## src/rtl/svpwm_phase_scheduler_if.sv

```systemverilog
// Parameter-set handshake between the SVPWM sector/dwell source and the phase scheduler.
interface svpwm_phase_scheduler_if #(
    parameter int CNT_W = 16
);
    logic             in_valid;
    logic             in_ready;
    logic [2:0]       in_sector;
    logic [CNT_W-1:0] in_t0;
    logic [CNT_W-1:0] in_t1;
    logic [CNT_W-1:0] in_t2;

    modport master (
        output in_valid, in_sector, in_t0, in_t1, in_t2,
        input  in_ready
    );

    modport slave (
        input  in_valid, in_sector, in_t0, in_t1, in_t2,
        output in_ready
    );
endinterface

```

## src/rtl/svpwm_phase_scheduler.sv

```systemverilog
// Symmetric Z1-LOW-HIGH-Z2 space-vector PWM period sequencer with a one-entry
// shadow buffer for the next sector/dwell set.
//
//   state  | meaning
//   IDLE   | no period running, zero vector driven
//   Z1     | first half of the zero-vector dwell (T0>>1)
//   LOW    | low adjacent vector dwell (T1)
//   HIGH   | high adjacent vector dwell (T2)
//   Z2     | second half of the zero-vector dwell (T0-(T0>>1))
module svpwm_phase_scheduler #(
    parameter int CNT_W = 16
) (
    input  logic                   i_clk,
    input  logic                   i_rst_n,
    input  logic                   i_enable,
    svpwm_phase_scheduler_if.slave i_prm,
    output logic [2:0]             o_sector,
    output logic                   o_u_0,
    output logic                   o_u_low,
    output logic                   o_u_high,
    output logic                   o_period_start,
    output logic                   o_busy,
    output logic                   o_err
);

    typedef enum logic [2:0] {
        S_IDLE = 3'd0,
        S_Z1   = 3'd1,
        S_LOW  = 3'd2,
        S_HIGH = 3'd3,
        S_Z2   = 3'd4
    } state_t;

    localparam int LW = 4 * CNT_W;

    // Segment lengths packed as {Z2, HIGH, LOW, Z1}; index i maps to state i+1.
    function automatic logic [LW-1:0] seg_lens(input logic [CNT_W-1:0] t0,
                                               input logic [CNT_W-1:0] t1,
                                               input logic [CNT_W-1:0] t2);
        seg_lens = {t0 - (t0 >> 1), t2, t1, t0 >> 1};
    endfunction

    // First non-empty segment at or after index from_idx; S_IDLE when none remain.
    function automatic state_t first_seg(input logic [LW-1:0] lens, input int from_idx);
        first_seg = S_IDLE;
        for (int i = 3; i >= 0; i--) begin
            if (i >= from_idx && lens[i*CNT_W +: CNT_W] != '0) begin
                first_seg = state_t'(3'(i + 1));
            end
        end
    endfunction

    function automatic logic [CNT_W-1:0] seg_len(input logic [LW-1:0] lens, input state_t s);
        seg_len = '0;
        for (int i = 0; i < 4; i++) begin
            if (int'(s) == i + 1) begin
                seg_len = lens[i*CNT_W +: CNT_W];
            end
        end
    endfunction

    state_t           r_state, w_nxt_state;
    logic [CNT_W-1:0] r_cnt, w_nxt_cnt;

    logic             r_sh_full;
    logic [2:0]       r_sh_sector;
    logic [CNT_W-1:0] r_sh_t0, r_sh_t1, r_sh_t2;

    logic             r_act_loaded;
    logic [2:0]       r_act_sector;
    logic [CNT_W-1:0] r_act_t0, r_act_t1, r_act_t2;

    logic [2:0]       r_sector;
    logic             r_u_0, r_u_low, r_u_high, r_ps, r_busy, r_err;

    logic [LW-1:0]    w_act_lens, w_sel_lens;
    logic [2:0]       w_sel_sector;
    logic             w_sel_illegal, w_nxt_illegal;
    state_t           w_sel_first, w_mid_next;
    logic             w_start, w_end;
    logic             w_accept;

    assign i_prm.in_ready = !r_sh_full;
    assign w_accept       = i_prm.in_valid && !r_sh_full;

    // Next segment selection; a new period is entered from IDLE or when the last non-empty segment ends.
    always_comb begin
        w_nxt_state   = r_state;
        w_nxt_cnt     = r_cnt;
        w_start       = 1'b0;
        w_end         = 1'b0;
        w_act_lens    = seg_lens(r_act_t0, r_act_t1, r_act_t2);
        w_sel_lens    = r_sh_full ? seg_lens(r_sh_t0, r_sh_t1, r_sh_t2) : w_act_lens;
        w_sel_sector  = r_sh_full ? r_sh_sector : r_act_sector;
        w_sel_illegal = (w_sel_sector > 3'd5);
        w_sel_first   = first_seg(w_sel_lens, 0);
        w_mid_next    = first_seg(w_act_lens, int'(r_state));

        if (r_state == S_IDLE) begin
            w_start = i_enable && (r_sh_full || r_act_loaded);
        end else if (r_cnt == CNT_W'(1)) begin
            if (w_mid_next != S_IDLE) begin
                w_nxt_state = w_mid_next;
                w_nxt_cnt   = seg_len(w_act_lens, w_mid_next);
            end else begin
                w_end = 1'b1;
            end
        end else begin
            w_nxt_cnt = r_cnt - CNT_W'(1);
        end

        if (w_end) begin
            if (i_enable) begin
                w_start = 1'b1;
            end else begin
                w_nxt_state = S_IDLE;
            end
        end

        // An all-zero set still runs a one-cycle period on the zero vector.
        if (w_start) begin
            if (w_sel_first == S_IDLE) begin
                w_nxt_state = S_Z2;
                w_nxt_cnt   = CNT_W'(1);
            end else begin
                w_nxt_state = w_sel_first;
                w_nxt_cnt   = seg_len(w_sel_lens, w_sel_first);
            end
        end

        w_nxt_illegal = w_start ? w_sel_illegal : (r_act_sector > 3'd5);
    end

    // State and segment down-counter.
    always_ff @(posedge i_clk or negedge i_rst_n) begin
        if (!i_rst_n) begin
            r_state <= S_IDLE;
            r_cnt   <= '0;
        end else begin
            r_state <= w_nxt_state;
            r_cnt   <= w_nxt_cnt;
        end
    end

    // Shadow slot: filled by the handshake, drained when a period start loads it.
    always_ff @(posedge i_clk or negedge i_rst_n) begin
        if (!i_rst_n) begin
            r_sh_full   <= 1'b0;
            r_sh_sector <= '0;
            r_sh_t0     <= '0;
            r_sh_t1     <= '0;
            r_sh_t2     <= '0;
        end else if (w_accept) begin
            r_sh_full   <= 1'b1;
            r_sh_sector <= i_prm.in_sector;
            r_sh_t0     <= i_prm.in_t0;
            r_sh_t1     <= i_prm.in_t1;
            r_sh_t2     <= i_prm.in_t2;
        end else if (w_start && r_sh_full) begin
            r_sh_full   <= 1'b0;
        end
    end

    // Active set, reported sector and sticky illegal-sector flag, all updated at period start.
    always_ff @(posedge i_clk or negedge i_rst_n) begin
        if (!i_rst_n) begin
            r_act_loaded <= 1'b0;
            r_act_sector <= '0;
            r_act_t0     <= '0;
            r_act_t1     <= '0;
            r_act_t2     <= '0;
            r_sector     <= '0;
            r_err        <= 1'b0;
        end else if (w_start) begin
            if (r_sh_full) begin
                r_act_loaded <= 1'b1;
                r_act_sector <= r_sh_sector;
                r_act_t0     <= r_sh_t0;
                r_act_t1     <= r_sh_t1;
                r_act_t2     <= r_sh_t2;
            end
            r_sector <= w_sel_illegal ? 3'd0 : w_sel_sector;
            if (w_sel_illegal) begin
                r_err <= 1'b1;
            end
        end
    end

    // Registered phase outputs; an illegal set holds the zero vector for the whole period.
    always_ff @(posedge i_clk or negedge i_rst_n) begin
        if (!i_rst_n) begin
            r_u_0    <= 1'b1;
            r_u_low  <= 1'b0;
            r_u_high <= 1'b0;
            r_ps     <= 1'b0;
            r_busy   <= 1'b0;
        end else begin
            r_u_low  <= (w_nxt_state == S_LOW)  && !w_nxt_illegal;
            r_u_high <= (w_nxt_state == S_HIGH) && !w_nxt_illegal;
            r_u_0    <= !(((w_nxt_state == S_LOW) || (w_nxt_state == S_HIGH)) && !w_nxt_illegal);
            r_ps     <= w_start;
            r_busy   <= (w_nxt_state != S_IDLE);
        end
    end

    assign o_sector       = r_sector;
    assign o_u_0          = r_u_0;
    assign o_u_low        = r_u_low;
    assign o_u_high       = r_u_high;
    assign o_period_start = r_ps;
    assign o_busy         = r_busy;
    assign o_err          = r_err;

endmodule

```

## src/flat_wrapper.sv

```systemverilog
// flat-port wrapper written by rule: the top's interface ports become plain ports
module svpwm_phase_scheduler_flat 
#(
    parameter int CNT_W = 16
)
  (i_clk, i_rst_n, i_enable, o_sector, o_u_0, o_u_low, o_u_high, o_period_start, o_busy, o_err, i_prm_in_valid, i_prm_in_sector, i_prm_in_t0, i_prm_in_t1, i_prm_in_t2, i_prm_in_ready);
  svpwm_phase_scheduler_if #(.CNT_W(CNT_W)) i_prm_i ();
  input  logic i_clk;
  input  logic i_rst_n;
  input  logic i_enable;
  output logic [2:0] o_sector;
  output logic o_u_0;
  output logic o_u_low;
  output logic o_u_high;
  output logic o_period_start;
  output logic o_busy;
  output logic o_err;
  input wire logic [$bits(i_prm_i.in_valid)-1:0] i_prm_in_valid;
  input wire logic [$bits(i_prm_i.in_sector)-1:0] i_prm_in_sector;
  input wire logic [$bits(i_prm_i.in_t0)-1:0] i_prm_in_t0;
  input wire logic [$bits(i_prm_i.in_t1)-1:0] i_prm_in_t1;
  input wire logic [$bits(i_prm_i.in_t2)-1:0] i_prm_in_t2;
  output wire logic [$bits(i_prm_i.in_ready)-1:0] i_prm_in_ready;
  assign i_prm_i.in_valid = i_prm_in_valid;
  assign i_prm_i.in_sector = i_prm_in_sector;
  assign i_prm_i.in_t0 = i_prm_in_t0;
  assign i_prm_i.in_t1 = i_prm_in_t1;
  assign i_prm_i.in_t2 = i_prm_in_t2;
  assign i_prm_in_ready = i_prm_i.in_ready;
  svpwm_phase_scheduler #(.CNT_W(CNT_W)) u_core (.i_clk(i_clk), .i_rst_n(i_rst_n), .i_enable(i_enable), .i_prm(i_prm_i), .o_sector(o_sector), .o_u_0(o_u_0), .o_u_low(o_u_low), .o_u_high(o_u_high), .o_period_start(o_period_start), .o_busy(o_busy), .o_err(o_err));
endmodule
```

## config.mk

```make
export PLATFORM = sky130hd
export DESIGN_NAME = svpwm_phase_scheduler_flat
export DESIGN_NICKNAME = d
export VERILOG_FILES = /design/src/rtl/svpwm_phase_scheduler_if.sv /design/src/rtl/svpwm_phase_scheduler.sv /design/src/flat_wrapper.sv
export SDC_FILE = /design/constraint.sdc
export NUM_CORES = 1
export LEC_CHECK = 0
export CAP_MARGIN = 5
export CORE_ASPECT_RATIO = 1.75
export CORE_UTILIZATION = 36
export CTS_CLUSTER_DIAMETER = 40
export CTS_CLUSTER_SIZE = 12
export DETAILED_ROUTE_END_ITERATION = 8
export PLACE_DENSITY_LB_ADDON = 0.1
export SKIP_LAST_GASP = 1
export SYNTH_ARGS = -nofsm -noshare
export SYNTH_HDL_FRONTEND = slang
export SYNTH_SLANG_ARGS = --single-unit
```

## constraint.sdc

```tcl
create_clock -name i_clk -period 7.15 [get_ports i_clk]
set_input_delay 0.715 -clock i_clk [delete_from_list [all_inputs] [get_ports i_clk]]
set_output_delay 0.715 -clock i_clk [all_outputs]
set_load 0.05 [all_outputs]
```

==> out/qor.yml <==
outcome:
  status: "finished, final reports clean"
worst_setup_path:
  crit_type: "reg2reg"
  r2r_end: "u_core.r_act_t0[1]$_DFFE_PN0P_"
  cp-start-kind: "flip-flop"
  max_stage_delay_ps: 670
  reg2reg_slack_ps: 1860
  cp.arrival_ps: 5610
  crit_slowest_cell: "nand2_2"
  r2r.worst_path.cells: 15
  cp_cell_sequence: "inv_1 > ha_1 > inv_2 > a21o_1 > a2bb2oi_1 > a311oi_2 > xnor2_1 > a211oi_4 > a31oi_4 > buf_4 > nand2b_4 > inv_2 > nand2_2 > buf_4 > mux2_1"
  endpoint_kind: "flip-flop"
  crit-reg2reg-launch: "u_core.r_act_t0[10]$_DFFE_PN0P_"
  cp_data_required_time_ps: 7470
  crit_fanout: 36
  critPathTopFamily: "buffers and inverters"
  path_buf_inv: 5
placed_design:
  place_hpwl_mm: 27.19
  io_buffers: 64
  gp_congestion: 0.9474
  pre_cts_ws_ps: 1872
timing:
  min_period_over_period: 0.7395
  setup_ws_ps: 1863
  final-setup-viol-count: 0
  slew_headroom: 0.2462
  worst_pin_slew_ps: 1120
  rsz0062_at_grt: "false"
  fin_crit_ps: 5287
  fmax_ghz: 0.1891
  maxSlewViolCount: 0
  hold_violations: 0
  fin_tns_setup_ps: 0
  fin_skew_ps: 14.02
routing:
  ant_nets: 0
  viasPerCell: 6.107
  wl_per_cell_microns: 26.00
  drc_errors: 0
  drt_iter0_markers: 685
  vias: 8238
  drt-pass1-iter-count: 6
  routed_wl_mm: 35.07
clock_tree:
  cts_setup_buffers: 0
  htreeDepth: 4
  cts_tree: "done"
  clk_latency_ps: 450
  root_buffer: "clkbuf_16"
  clockBufferDepth: 2
  postCtsResizedCells: 0
  cts_num_sinks: 132
  cts-hold-fix-buffers: 0
  cts_buffers: 17
  clkTransAtPathRegs_ps: 70
power:
  power_density_nw_per_um2: 205.6
  vdd_drop_max_uv: 210.4
  leakagePower_nw: 4.859
synthesis:
  synth_flop_cell: "dfrtp_1"
  yosysTopAreaCell: "dfrtp_1"
  synth_nets: 1073
  synth-seq-area-share: 0.3578
  synth.avg_cell_area_sq_um: 9.462
  synth_top_area_frac: 0.3550
  synth.distinct_cells: 83
  yosys_warnings: 0
  synthTopCellsByArea: "dfrtp_1, mux2_2, ha_1"
  synth_area_sq_um: 9235
  async_reset_ff_frac: 1.000
  ys_seq_elements: 132
  synth_edf_count: 0
  syn_inst: 976
floorplan:
  initial_core_util: 0.3659
  core_sq_um: 25240
  die-area_sq_um: 26320
  rows: 77
  die_y_microns: 213.9
  io_pins: 65
  die_w_microns: 123.1
global_routing:
  grt_max_degree: 68
  overflow: 0
  antenna_found_initial: 0
  grt_pass1_wl_mm: 52.56
  track_usage: 0.2829
  grt_pass1_vias: 8502
run:
  cap_violations: 0
layout:
  drive_gt1_frac: 0.1152
  area_delta_synth_final_pct: 16.26
  antenna_cells: 0
  multiInputGateArea_sq_um: 5532
  final_nets: 1117
  n_fill_cell: 2545
  regArea_sq_um: 3308
hold_path:
  holdCritPathClass: "in2async"
routing by layer:
layer	track usage	part of all wire
met5	0	0
met4	0.2264	0.081
met3	0.04176	0.045
met2	0.4955	0.51
met1	0.2979	0.36
layout by cell type (no fill, tap or decap), types with 27 or more instances in the layout:
| cell | count |
|---|---|
| o21ai_0 | 62 |
| nor2_1 | 53 |
| ha_1 | 40 |
| mux2i_1 | 45 |
| mux2_1 | 27 |
| a21oi_1 | 73 |
| inv_1 | 46 |
| clkdlybuf4s50_1 | 63 |
| dfrtp_1 | 130 |
| nand2_1 | 69 |
| mux2_2 | 48 |
| a211oi_1 | 35 |
how the worst max path moves through the flow:
stage                                         start                        endpoint  cells past startpoint
floorplan             u_core.r_sh_t0[1]$_DFFE_PN0P_     u_core.r_cnt[8]$_DFFE_PN0P_                     13
global placement    u_core.r_act_t0[10]$_DFFE_PN0P_  u_core.r_act_t0[1]$_DFFE_PN0P_                     15
detailed placement  u_core.r_act_t0[10]$_DFFE_PN0P_  u_core.r_act_t1[0]$_DFFE_PN0P_                     15
CTS                 u_core.r_act_t0[10]$_DFFE_PN0P_  u_core.r_act_t0[1]$_DFFE_PN0P_                     15
global route        u_core.r_act_t0[10]$_DFFE_PN0P_  u_core.r_act_t1[0]$_DFFE_PN0P_                     15
finish              u_core.r_act_t0[10]$_DFFE_PN0P_  u_core.r_act_t0[1]$_DFFE_PN0P_                     15
Yosys cell counts (10+ instances only):
| cell | n |
|---|---|
| a211oi_1 | 35 |
| a21o_1 | 10 |
| a21oi_1 | 74 |
| buf_2 | 10 |
| clkbuf_1 | 27 |
| dfrtp_1 | 131 |
| ha_1 | 40 |
| inv_1 | 46 |
| mux2_1 | 27 |
| mux2_2 | 48 |
| mux2i_1 | 45 |
| nand2_1 | 69 |
| nand2b_1 | 12 |
| nand4_1 | 11 |
| nor2_1 | 53 |
| nor2b_1 | 11 |
| nor3_1 | 16 |
| nor3b_1 | 15 |
| nor4_1 | 25 |
| o211ai_1 | 11 |
| o21ai_0 | 62 |
| o22ai_1 | 13 |
| xnor2_1 | 20 |
| xor2_1 | 14 |
layout make-up:
| cell class | count | area share |
|---|---|---|
| Timing Repair Buffer | 73 | 0.06608 |
| Multi-Input combinational cell | 748 | 0.5152 |
| Clock buffer | 20 | 0.04254 |
| Inverter | 48 | 0.01678 |
| Clock inverter | 12 | 0.01445 |
| Tap cell | 316 | 0.03683 |
| Sequential cell | 132 | 0.3081 |
through the flow:
step	util	hold WS (ps)	std cells	power (mW)	area (sq um)
2_1_floorplan	-	419.4	976	1.072	9235
3_3_place_gp	0.4011	476.2	1317	1.294	10120
3_5_place_dp	0.4011	475.3	1317	1.292	10120
4_1_cts	0.4253	280.9	1349	2.221	10740
5_1_grt	0.4253	313.7	1349	2.289	10740
6_report	0.4253	251.9	1349	2.207	10740
power breakdown:
| group | leakage, nW | switching [mW] | total, mW | internal [mW] |
|---|---|---|---|---|
| clock | 0.296 | 0.350 | 0.917 | 0.567 |
| sequential | 1.62 | 0.0493 | 0.832 | 0.782 |
| combinational | 2.95 | 0.287 | 0.458 | 0.171 |
| total | 4.86 | 0.687 | 2.21 | 1.52 |
cell families after synthesis:
group           Yosys count  synth area share
mux                     121            0.1427
fa+ha+maj                42           0.05853
compound gates          291            0.2152
flops                   132            0.3578
buf+inv                  96           0.04444
xor+xnor                 34           0.03225
simple gates            260            0.1492
state kept, by name (all words and copies together) (netlist names), 16 cells and up:
signal,cells
u_core.r_act_t2,16
u_core.r_act_t0,16
u_core.r_cnt,16
u_core.r_sh_t2,16
u_core.r_act_t1,16
u_core.r_sh_t1,16
u_core.r_sh_t0,16
(Power assumes the default switching activity.)
